[config.mk]
export PLATFORM = sky130hd
export DESIGN_NAME = spi_master_flat
export DESIGN_NICKNAME = d
export VERILOG_FILES = /design/src/rtl/spi_pkg.sv /design/src/rtl/spi_master_if.sv /design/src/rtl/spi_tick.sv /design/src/rtl/spi_master.sv /design/src/flat_wrapper.sv
export SDC_FILE = /design/constraint.sdc
export NUM_CORES = 1
export LEC_CHECK = 0
export BUFFER_PORTS_ARGS = -buffer_cell sky130_fd_sc_hd__buf_2
export CORE_MARGIN = 3
export CORE_UTILIZATION = 48
export CTS_CLUSTER_DIAMETER = 120
export DETAILED_ROUTE_END_ITERATION = 7
export PLACE_DENSITY_LB_ADDON = 0.1
export SETUP_SLACK_MARGIN = 0.15
export SYNTH_ARGS = -nofsm -noshare
export SYNTH_HDL_FRONTEND = slang
export SYNTH_SLANG_ARGS = --single-unit
[constraint.sdc]
create_clock -name clk -period 1.8 [get_ports clk]
set_clock_uncertainty 0.2 [all_clocks]
set_input_delay 0.36 -clock clk [delete_from_list [all_inputs] [get_ports clk]]
set_output_delay 0.36 -clock clk [all_outputs]
set_load 0.02 [all_outputs]
[src/rtl/spi_pkg.sv]
// Shared SPI definitions: FSM state encoding and default frame/divider constants,
// used by the master RTL and by the responder model in the bench.
package spi_pkg;

  localparam int SPI_MSB_DEF     = 16;
  localparam int SPI_CLK_DIV_DEF = 4;

  typedef enum logic [2:0] {
    IDLE,
    SETUP,
    HIGH,
    LOW,
    HOLD,
    GAP
  } spi_state_e;

endpackage

[src/rtl/spi_master_if.sv]
// Frame request/response and SPI pin bundle for spi_master.
// The master modport is the controller side, slave is the requester/responder side.
interface spi_master_if
  import spi_pkg::*;
#(
  parameter int MSB = SPI_MSB_DEF
);

  logic           start;
  logic [MSB-1:0] tx_data;
  logic [MSB-1:0] rx_data;
  logic           busy;
  logic           done;
  logic           sclk;
  logic           cs;
  logic           mosi;
  logic           miso;

  modport master (
    input  start,
    input  tx_data,
    input  miso,
    output rx_data,
    output busy,
    output done,
    output sclk,
    output cs,
    output mosi
  );

  modport slave (
    output start,
    output tx_data,
    output miso,
    input  rx_data,
    input  busy,
    input  done,
    input  sclk,
    input  cs,
    input  mosi
  );

endinterface

[src/rtl/spi_tick.sv]
// Half-period divider: tick is high in the last cycle of each CLK_DIV-cycle phase.
// Held at zero while restart is high so the first phase after IDLE is full length.
module spi_tick
  import spi_pkg::*;
#(
  parameter int CLK_DIV = SPI_CLK_DIV_DEF
) (
  input  logic clk,
  input  logic rst,
  input  logic restart,
  output logic tick
);

  localparam int CNT_W = $clog2(CLK_DIV + 1);

  logic [CNT_W-1:0] cnt_reg;

  assign tick = (cnt_reg == CNT_W'(CLK_DIV - 1));

  // Wrapping on tick lines the counter up with every subsequent state entry.
  always_ff @(posedge clk or posedge rst) begin
    if (rst) begin
      cnt_reg <= '0;
    end else if (restart || tick) begin
      cnt_reg <= '0;
    end else begin
      cnt_reg <= cnt_reg + CNT_W'(1);
    end
  end

endmodule

[src/rtl/spi_master.sv]
// SPI mode-1 style frame master: MSB-first, mosi launched on rising SCLK, miso captured late in LOW.
// Define SPI_MASTER_READBACK_EN to build the miso receive path; otherwise rx_data reads as 0.
module spi_master
  import spi_pkg::*;
#(
  parameter int MSB     = SPI_MSB_DEF,
  parameter int CLK_DIV = SPI_CLK_DIV_DEF
) (
  input  logic              clk,
  input  logic              rst,
  spi_master_if.master      bus
);

  localparam int BIT_W = $clog2(MSB + 1);

  spi_state_e       state_reg;
  logic [BIT_W-1:0] bit_cnt_reg;
  logic [MSB-2:0]   tx_sh_reg;
  logic             cs_reg;
  logic             sclk_reg;
  logic             mosi_reg;
  logic             busy_reg;
  logic             done_reg;
  logic             tick;

  spi_tick #(
    .CLK_DIV (CLK_DIV)
  ) u_tick (
    .clk     (clk),
    .rst     (rst),
    .restart (state_reg == IDLE),
    .tick    (tick)
  );

  always_ff @(posedge clk or posedge rst) begin
    if (rst) begin
      state_reg   <= IDLE;
      bit_cnt_reg <= '0;
      tx_sh_reg   <= '0;
      cs_reg      <= 1'b1;
      sclk_reg    <= 1'b0;
      mosi_reg    <= 1'b0;
      busy_reg    <= 1'b0;
      done_reg    <= 1'b0;
    end else begin
      done_reg <= 1'b0;
      case (state_reg)
        IDLE: begin
          if (bus.start) begin
            state_reg   <= SETUP;
            bit_cnt_reg <= '0;
            tx_sh_reg   <= bus.tx_data[MSB-2:0];
            mosi_reg    <= bus.tx_data[MSB-1];
            cs_reg      <= 1'b0;
            busy_reg    <= 1'b1;
          end
        end
        SETUP: begin
          if (tick) begin
            state_reg <= HIGH;
            sclk_reg  <= 1'b1;
          end
        end
        HIGH: begin
          if (tick) begin
            state_reg   <= LOW;
            sclk_reg    <= 1'b0;
            bit_cnt_reg <= bit_cnt_reg + BIT_W'(1);
          end
        end
        LOW: begin
          if (tick) begin
            if (bit_cnt_reg == BIT_W'(MSB)) begin
              state_reg <= HOLD;
            end else begin
              // The first bit was already launched at accept; later bits launch here.
              state_reg <= HIGH;
              sclk_reg  <= 1'b1;
              mosi_reg  <= tx_sh_reg[MSB-2];
              tx_sh_reg <= {tx_sh_reg[MSB-3:0], 1'b0};
            end
          end
        end
        HOLD: begin
          if (tick) begin
            state_reg <= GAP;
            cs_reg    <= 1'b1;
            mosi_reg  <= 1'b0;
            done_reg  <= 1'b1;
          end
        end
        GAP: begin
          if (tick) begin
            state_reg <= IDLE;
            busy_reg  <= 1'b0;
          end
        end
        default: state_reg <= IDLE;
      endcase
    end
  end

  assign bus.cs   = cs_reg;
  assign bus.sclk = sclk_reg;
  assign bus.mosi = mosi_reg;
  assign bus.busy = busy_reg;
  assign bus.done = done_reg;

`ifdef SPI_MASTER_READBACK_EN
  logic [MSB-1:0] rx_sh_reg;
  logic [MSB-1:0] rx_data_reg;

  // Capture at the end of LOW, well after the responder moved miso on the falling edge.
  always_ff @(posedge clk or posedge rst) begin
    if (rst) begin
      rx_sh_reg   <= '0;
      rx_data_reg <= '0;
    end else begin
      if (state_reg == LOW && tick) begin
        rx_sh_reg <= {rx_sh_reg[MSB-2:0], bus.miso};
      end
      if (state_reg == HOLD && tick) begin
        rx_data_reg <= rx_sh_reg;
      end
    end
  end

  assign bus.rx_data = rx_data_reg;
`else
  logic unused_miso;
  assign unused_miso = bus.miso;
  assign bus.rx_data = '0;
`endif

endmodule

[src/flat_wrapper.sv]
// flat-port wrapper written by rule: the top's interface ports become plain ports
module spi_master_flat import spi_pkg::*;
#(
  parameter int MSB     = SPI_MSB_DEF,
  parameter int CLK_DIV = SPI_CLK_DIV_DEF
)
  (clk, rst, bus_start, bus_tx_data, bus_miso, bus_rx_data, bus_busy, bus_done, bus_sclk, bus_cs, bus_mosi);
  spi_master_if #(.MSB(MSB)) bus_i ();
  input  logic clk;
  input  logic rst;
  input wire logic [$bits(bus_i.start)-1:0] bus_start;
  input wire logic [$bits(bus_i.tx_data)-1:0] bus_tx_data;
  input wire logic [$bits(bus_i.miso)-1:0] bus_miso;
  output wire logic [$bits(bus_i.rx_data)-1:0] bus_rx_data;
  output wire logic [$bits(bus_i.busy)-1:0] bus_busy;
  output wire logic [$bits(bus_i.done)-1:0] bus_done;
  output wire logic [$bits(bus_i.sclk)-1:0] bus_sclk;
  output wire logic [$bits(bus_i.cs)-1:0] bus_cs;
  output wire logic [$bits(bus_i.mosi)-1:0] bus_mosi;
  assign bus_i.start = bus_start;
  assign bus_i.tx_data = bus_tx_data;
  assign bus_i.miso = bus_miso;
  assign bus_rx_data = bus_i.rx_data;
  assign bus_busy = bus_i.busy;
  assign bus_done = bus_i.done;
  assign bus_sclk = bus_i.sclk;
  assign bus_cs = bus_i.cs;
  assign bus_mosi = bus_i.mosi;
  spi_master #(.MSB(MSB), .CLK_DIV(CLK_DIV)) u_core (.clk(clk), .rst(rst), .bus(bus_i));
endmodule
== Yosys cells after proc, flatten, opt, wreduce, memory -nomap -nowiden ==
Cells that the tools add are included.
W data, S select, Z words.
Word-level totals
  bits in registers: 31
  input bits: 20
  output and inout bits: 21
  word-level logic and storage cells: 71
Operators by class
  $add $sub $neg: 2
  equal/unequal tests: 14
  muxes and demuxes: 31
  reductions and logical operators: 15
Operators by type and width (number)
  $mux W15: 3
  $pmux W15 S2: 1
  $mux W3: 8
  $pmux W3 S6: 1
  $ne A2 B2 Y1 const B: 7
  $mux W1: 11
  $mux W5: 2
  $pmux W5 S2: 1
  $reduce_and A5 Y1: 2
  $eq A3 B2 Y1 const B: 3
  $reduce_and A3 Y1: 3
  $reduce_bool A2 Y1: 4
  $eq A3 B3 Y1 const B: 2
  $pmux W1 S3: 2
  $reduce_and A6 Y1: 1
  $reduce_bool A3 Y1: 2
  $add A5 B1 Y5 const B: 1
  $eq A5 B5 Y1 const B: 1
  $pmux W1 S2: 2
  $reduce_and A4 Y1: 1
  $add A3 B1 Y3 const B: 1
  $eq A3 B1 Y1 const B: 1
  $logic_not A3 Y1: 1
  $logic_or A1 B1 Y1: 1

== Depth between registers and ports, before layout ==
  depth after elaboration: 4
  gate-level depth with buffers: 7
  depth with buffers taken out: 5

== Hierarchy ==
A second synthesis with hierarchy kept.
Second synthesis, totals
  cell total of the unflattened synthesis: 162
  area, all modules: 1844.3 sq um
Modules (own cells, without submodules)
  spi_master: instances 1, cells each 152, area each 1714.1 sq um, sequential area each 701.9 sq um
  spi_tick: instances 1, cells each 10, area each 130.1 sq um, sequential area each 75.1 sq um

== Worst setup path before layout ==
OpenSTA, ideal clock, no wires.
  path type: register -> register
  start point: register u_core.u_tick.cnt_reg[0]
  end point: register u_core.tx_sh_reg[10]
  setup time: 0.119 ns
  arrival: 1.602 ns
  required time: 1.481 ns
  setup slack: -0.121 ns
  cell stages (with the launch flop): 8
  path buffers: 2
  period minus slack after synthesis: 1.921 ns
  cells stage by stage: dfrtp_1 ha_1 ha_1 buf_2 nand4b_1 buf_2 o32a_1 o21a_1
On the way
  longest elaborated chain between the ends: 3
Ends and longest elaborated chain
  from (decl): RTL line spi_tick.sv:16  | logic [CNT_W-1:0] cnt_reg;
  from (signal assigned): RTL line spi_tick.sv:27  | cnt_reg <= cnt_reg + CNT_W'(1);
  $eq A3 B2 Y1: RTL line spi_tick.sv:18  | assign tick = (cnt_reg == CNT_W'(CLK_DIV - 1));
  $ne A2 B2 Y1 (no source line)
  $reduce_and A4 Y1 (no source line)
  to (signal assigned): RTL line spi_master.sv:52  | tx_sh_reg <= bus.tx_data[MSB-2:0];
  to (signal assigned): RTL line spi_master.sv:80  | tx_sh_reg <= {tx_sh_reg[MSB-3:0], 1'b0};
  to (decl): RTL line spi_master.sv:18  | logic [MSB-2:0] tx_sh_reg;
Every way passes these cells.
A chain may end at the register's enable or synchronous reset.

== Final worst setup path ==
  start point: register u_core.u_tick.cnt_reg[0]
  end point: register u_core.tx_sh_reg[12]
The elaborated chain is that of the path after synthesis.

==> metrics.txt <==
largest net degree at the start of global routing=32; register bit total from synthesis=31; H-tree levels=2; initial antenna violation count=0; Die X=65.87 um; xor-xnor portion of the synthesized cell area=0%; Final Setup Violations=0; Peak VDD IR=0.0007161 V; clock root buffer master=clkbuf_4; Core Area=3390 um^2; Post-DP HPWL=2.543 mm; P_int=2.070 mW; RR Startpoint=u_core.u_tick.cnt_reg[0]$_DFF_PP0_; Filler cells=282; Post-Synth Adder-Cell Area=2.909%; DR WL/cell=14.75 um; First DRT Iteration DRCs=39; unrepaired setup endpoints after global routing=yes; Ports=41; CTS tree=yes; first-pass GRT wire length=6.072 mm; max-slew violations=0; status=finished clean; DIE AREA=4338 um^2; Post-synth top cells=30 x dfrtp_1, 16 x buf_4, 14 x o21a_1, 14 x o32a_1, 9 x inv_1; final global-route overflow total=0; synth top area cells=dfrtp_1 44%, o32a_1 8.1%, buf_4 7.0%, o21a_1 6.1%, mux2i_1 4.1%; Max Clock Freq=0.5614 GHz; DR vias/cell=5.365; final net count=229; antenna-violating nets left=0; final setup TNS=0 ns; fraction of registers with async set/reset=100.0%; post-synthesis compound-gate area fraction=22.84%; synthesized cell area=1720 um^2; Residual DRC=0; clock power share=18.1%; register area=778.2 um^2; switching share of power=34.88%; Die Span Y=65.87 um; hold_sp=bus_tx_data[0]; combinational fraction of design power=45.3%; Hold Violations, Final=0; Worst EP arrival=1.81 ns; clock sinks=31; Post-Synth Simple-Gate Area=11.42%; max reg flops=15; Max-cap violations=0; FP Rows=21; Final Hold Slack=0.04488 ns; Routed WL=3.717 mm; number of global-route vias before repair=1,325; synth warn=0; Yosys top cell by area=dfrtp_1; clk slew on worst S/H paths=0.10 ns; mux cell area share after synthesis=4.073%; Seq/Total Area, Yosys=45.16%; critical path launch point type=flip-flop; most frequent cell after synthesis=dfrtp_1; count of cell types in the netlist=39; area grow syn2layout=27.13%; final instance area=2187 um^2; largest family of logic cells by synthesized area=compound AO/OA/AOI/OAI gates; Setup crit end kind=flip-flop; syn_area_per_cell=10.75 um^2; Post-DP Area=1896 um^2; Hold Path Class=in2reg; Final min period=1.781 ns; number of synthesized flops with an enable pin=0; share of cells above drive strength 1=38.83%; clk buf depth=2; worst-skew pair later-pin latency=0.33 ns; Synth top area share=43.64%; via count=1,352; CP Max Fanout=6; cts bufs inserted=5; Leak=0.9767 nW; multi-input logic area=888.4 um^2; port buffer count=23; total track usage=18.71%; crit path kind=reg2reg; synthesized instance count=160; Placer Congestion=0.8216; switching power=1.109 mW; first drt pass iteration count=4; Crit path required time=1.83 ns; Final period util=98.96%; worst setup path startpoint=u_core.u_tick.cnt_reg[0]$_DFF_PP0_; Antenna diodes=0; Power Dens Cells=1454 nW/um^2; Seq pwr share=36.7%; Initial Utilization=50.76%; Primary FF master, synth=dfrtp_1
[metrics by stage]
step	setup WS (ns)	std cells	power (mW)	utilization, %
6_report	0.01879	252	3.179	64.53
5_1_grt	-0.05688	252	3.395	64.53
4_1_cts	0.01235	251	3.121	62.50
3_5_place_dp	-0.1667	236	2.332	55.92
3_3_place_gp	-0.1322	236	2.266	55.92
2_1_floorplan	-0.1006	175	2.038	-
[cells in the final DEF (no fill, tap or decap), drive strengths merged]
| master | instances |
|---|---|
| mux2i | 7 |
| or4b | 2 |
| inv | 9 |
| o32a | 14 |
| a41o | 1 |
| clkinv | 1 |
| nand4b | 1 |
| a31oi | 1 |
| nand2 | 6 |
| dlygate4sd3 | 1 |
| o221ai | 1 |
| o22a | 1 |
| a211oi | 1 |
| nor4b | 2 |
| or3 | 2 |
| nand2b | 5 |
| o21ai | 7 |
| nor4bb | 1 |
| nor2 | 4 |
| a21o | 1 |
| ha | 4 |
| or2 | 1 |
| a21oi | 5 |
| a211o | 1 |
| buf | 48 |
| o211a | 1 |
| and2 | 1 |
| o41ai | 1 |
| and4bb | 1 |
| o21a | 14 |
| nor4 | 2 |
| nand3b | 1 |
| nand3 | 3 |
| dfstp | 1 |
| bufinv | 1 |
| conb | 16 |
| nor3 | 1 |
| dfrtp | 30 |
| clkbuf | 6 |
[power by group through the flow]
stage,registers (mW),clock network (mW),logic (mW)
global route,1.19,0.626,1.58
CTS,1.15,0.593,1.37
detailed placement,1.16,0,1.17
floorplan,1.13,0,0.906
finish,1.17,0.574,1.44
global placement,1.14,0,1.12
[final cells by class]
| type | count | share of cell area (%) |
|---|---|---|
| clock buffer | 6 | 2.346 |
| sequential | 31 | 35.58 |
| clock inverter | 2 | 1.602 |
| tap | 46 | 2.632 |
| inverter | 9 | 1.545 |
| multi-input combinational | 109 | 40.62 |
| timing repair buffer | 49 | 15.68 |
[per-layer routing]
layer	up-vias	GRT usage [%]	wire, um
li1	651	-	-
met1	672	22.54	1573
met2	23	31.04	1929
met3	6	5.952	163
met4	0	6.995	51
met5	-	0	0
[critical path, stage by stage, from the launching register on]
cell and delay [ns]:
dfrtp_1 0.36, ha_2 0.19, ha_4 0.14, nand4b_1 0.11
buf_6 0.17, buf_6 0.13, o32a_1 0.29, o21a_1 0.10
[what timing repair did]
item / 4_1_cts / 5_1_grt
endpoints found under the setup margin: 25 / 29
resized for setup: 19 / 17
setup buffers: 4 / 1
gates cloned: 2 / 0
pin swaps: 7 / 3
hold buffers: 1 / 0
hold endpoints to repair: 30 / 0
[kinds of logic (layout without fill, tap and decap cells)]
logic type                 Yosys count  after routing
buffers and inverters               36             66
adders and majority gates            4              4
and+or+nand+nor                     32             33
AOI/OAI and AO/OA                   49             49
other                                1             16
DFF                                 31             31
muxes                                7              7
[final timing paths]
kind	end	depth (start not counted)	slack [ns]
setup reg to reg	u_core.tx_sh_reg[12]$_DFFE_PP0P_	7	0.02
setup / recovery	u_core.tx_sh_reg[12]$_DFFE_PP0P_	7	0.02
min in group asynchronous	u_core.bus.done$_DFF_PP0_	4	0.43
hold / removal	u_core.tx_sh_reg[0]$_DFFE_PP0P_	3	0.04
hold reg to reg	u_core.tx_sh_reg[4]$_DFFE_PP0P_	1	0.30
max in group asynchronous	u_core.bus.cs$_DFFE_PP1P_	4	0.66
No activity file was read; power rests on OpenSTA's default activity.
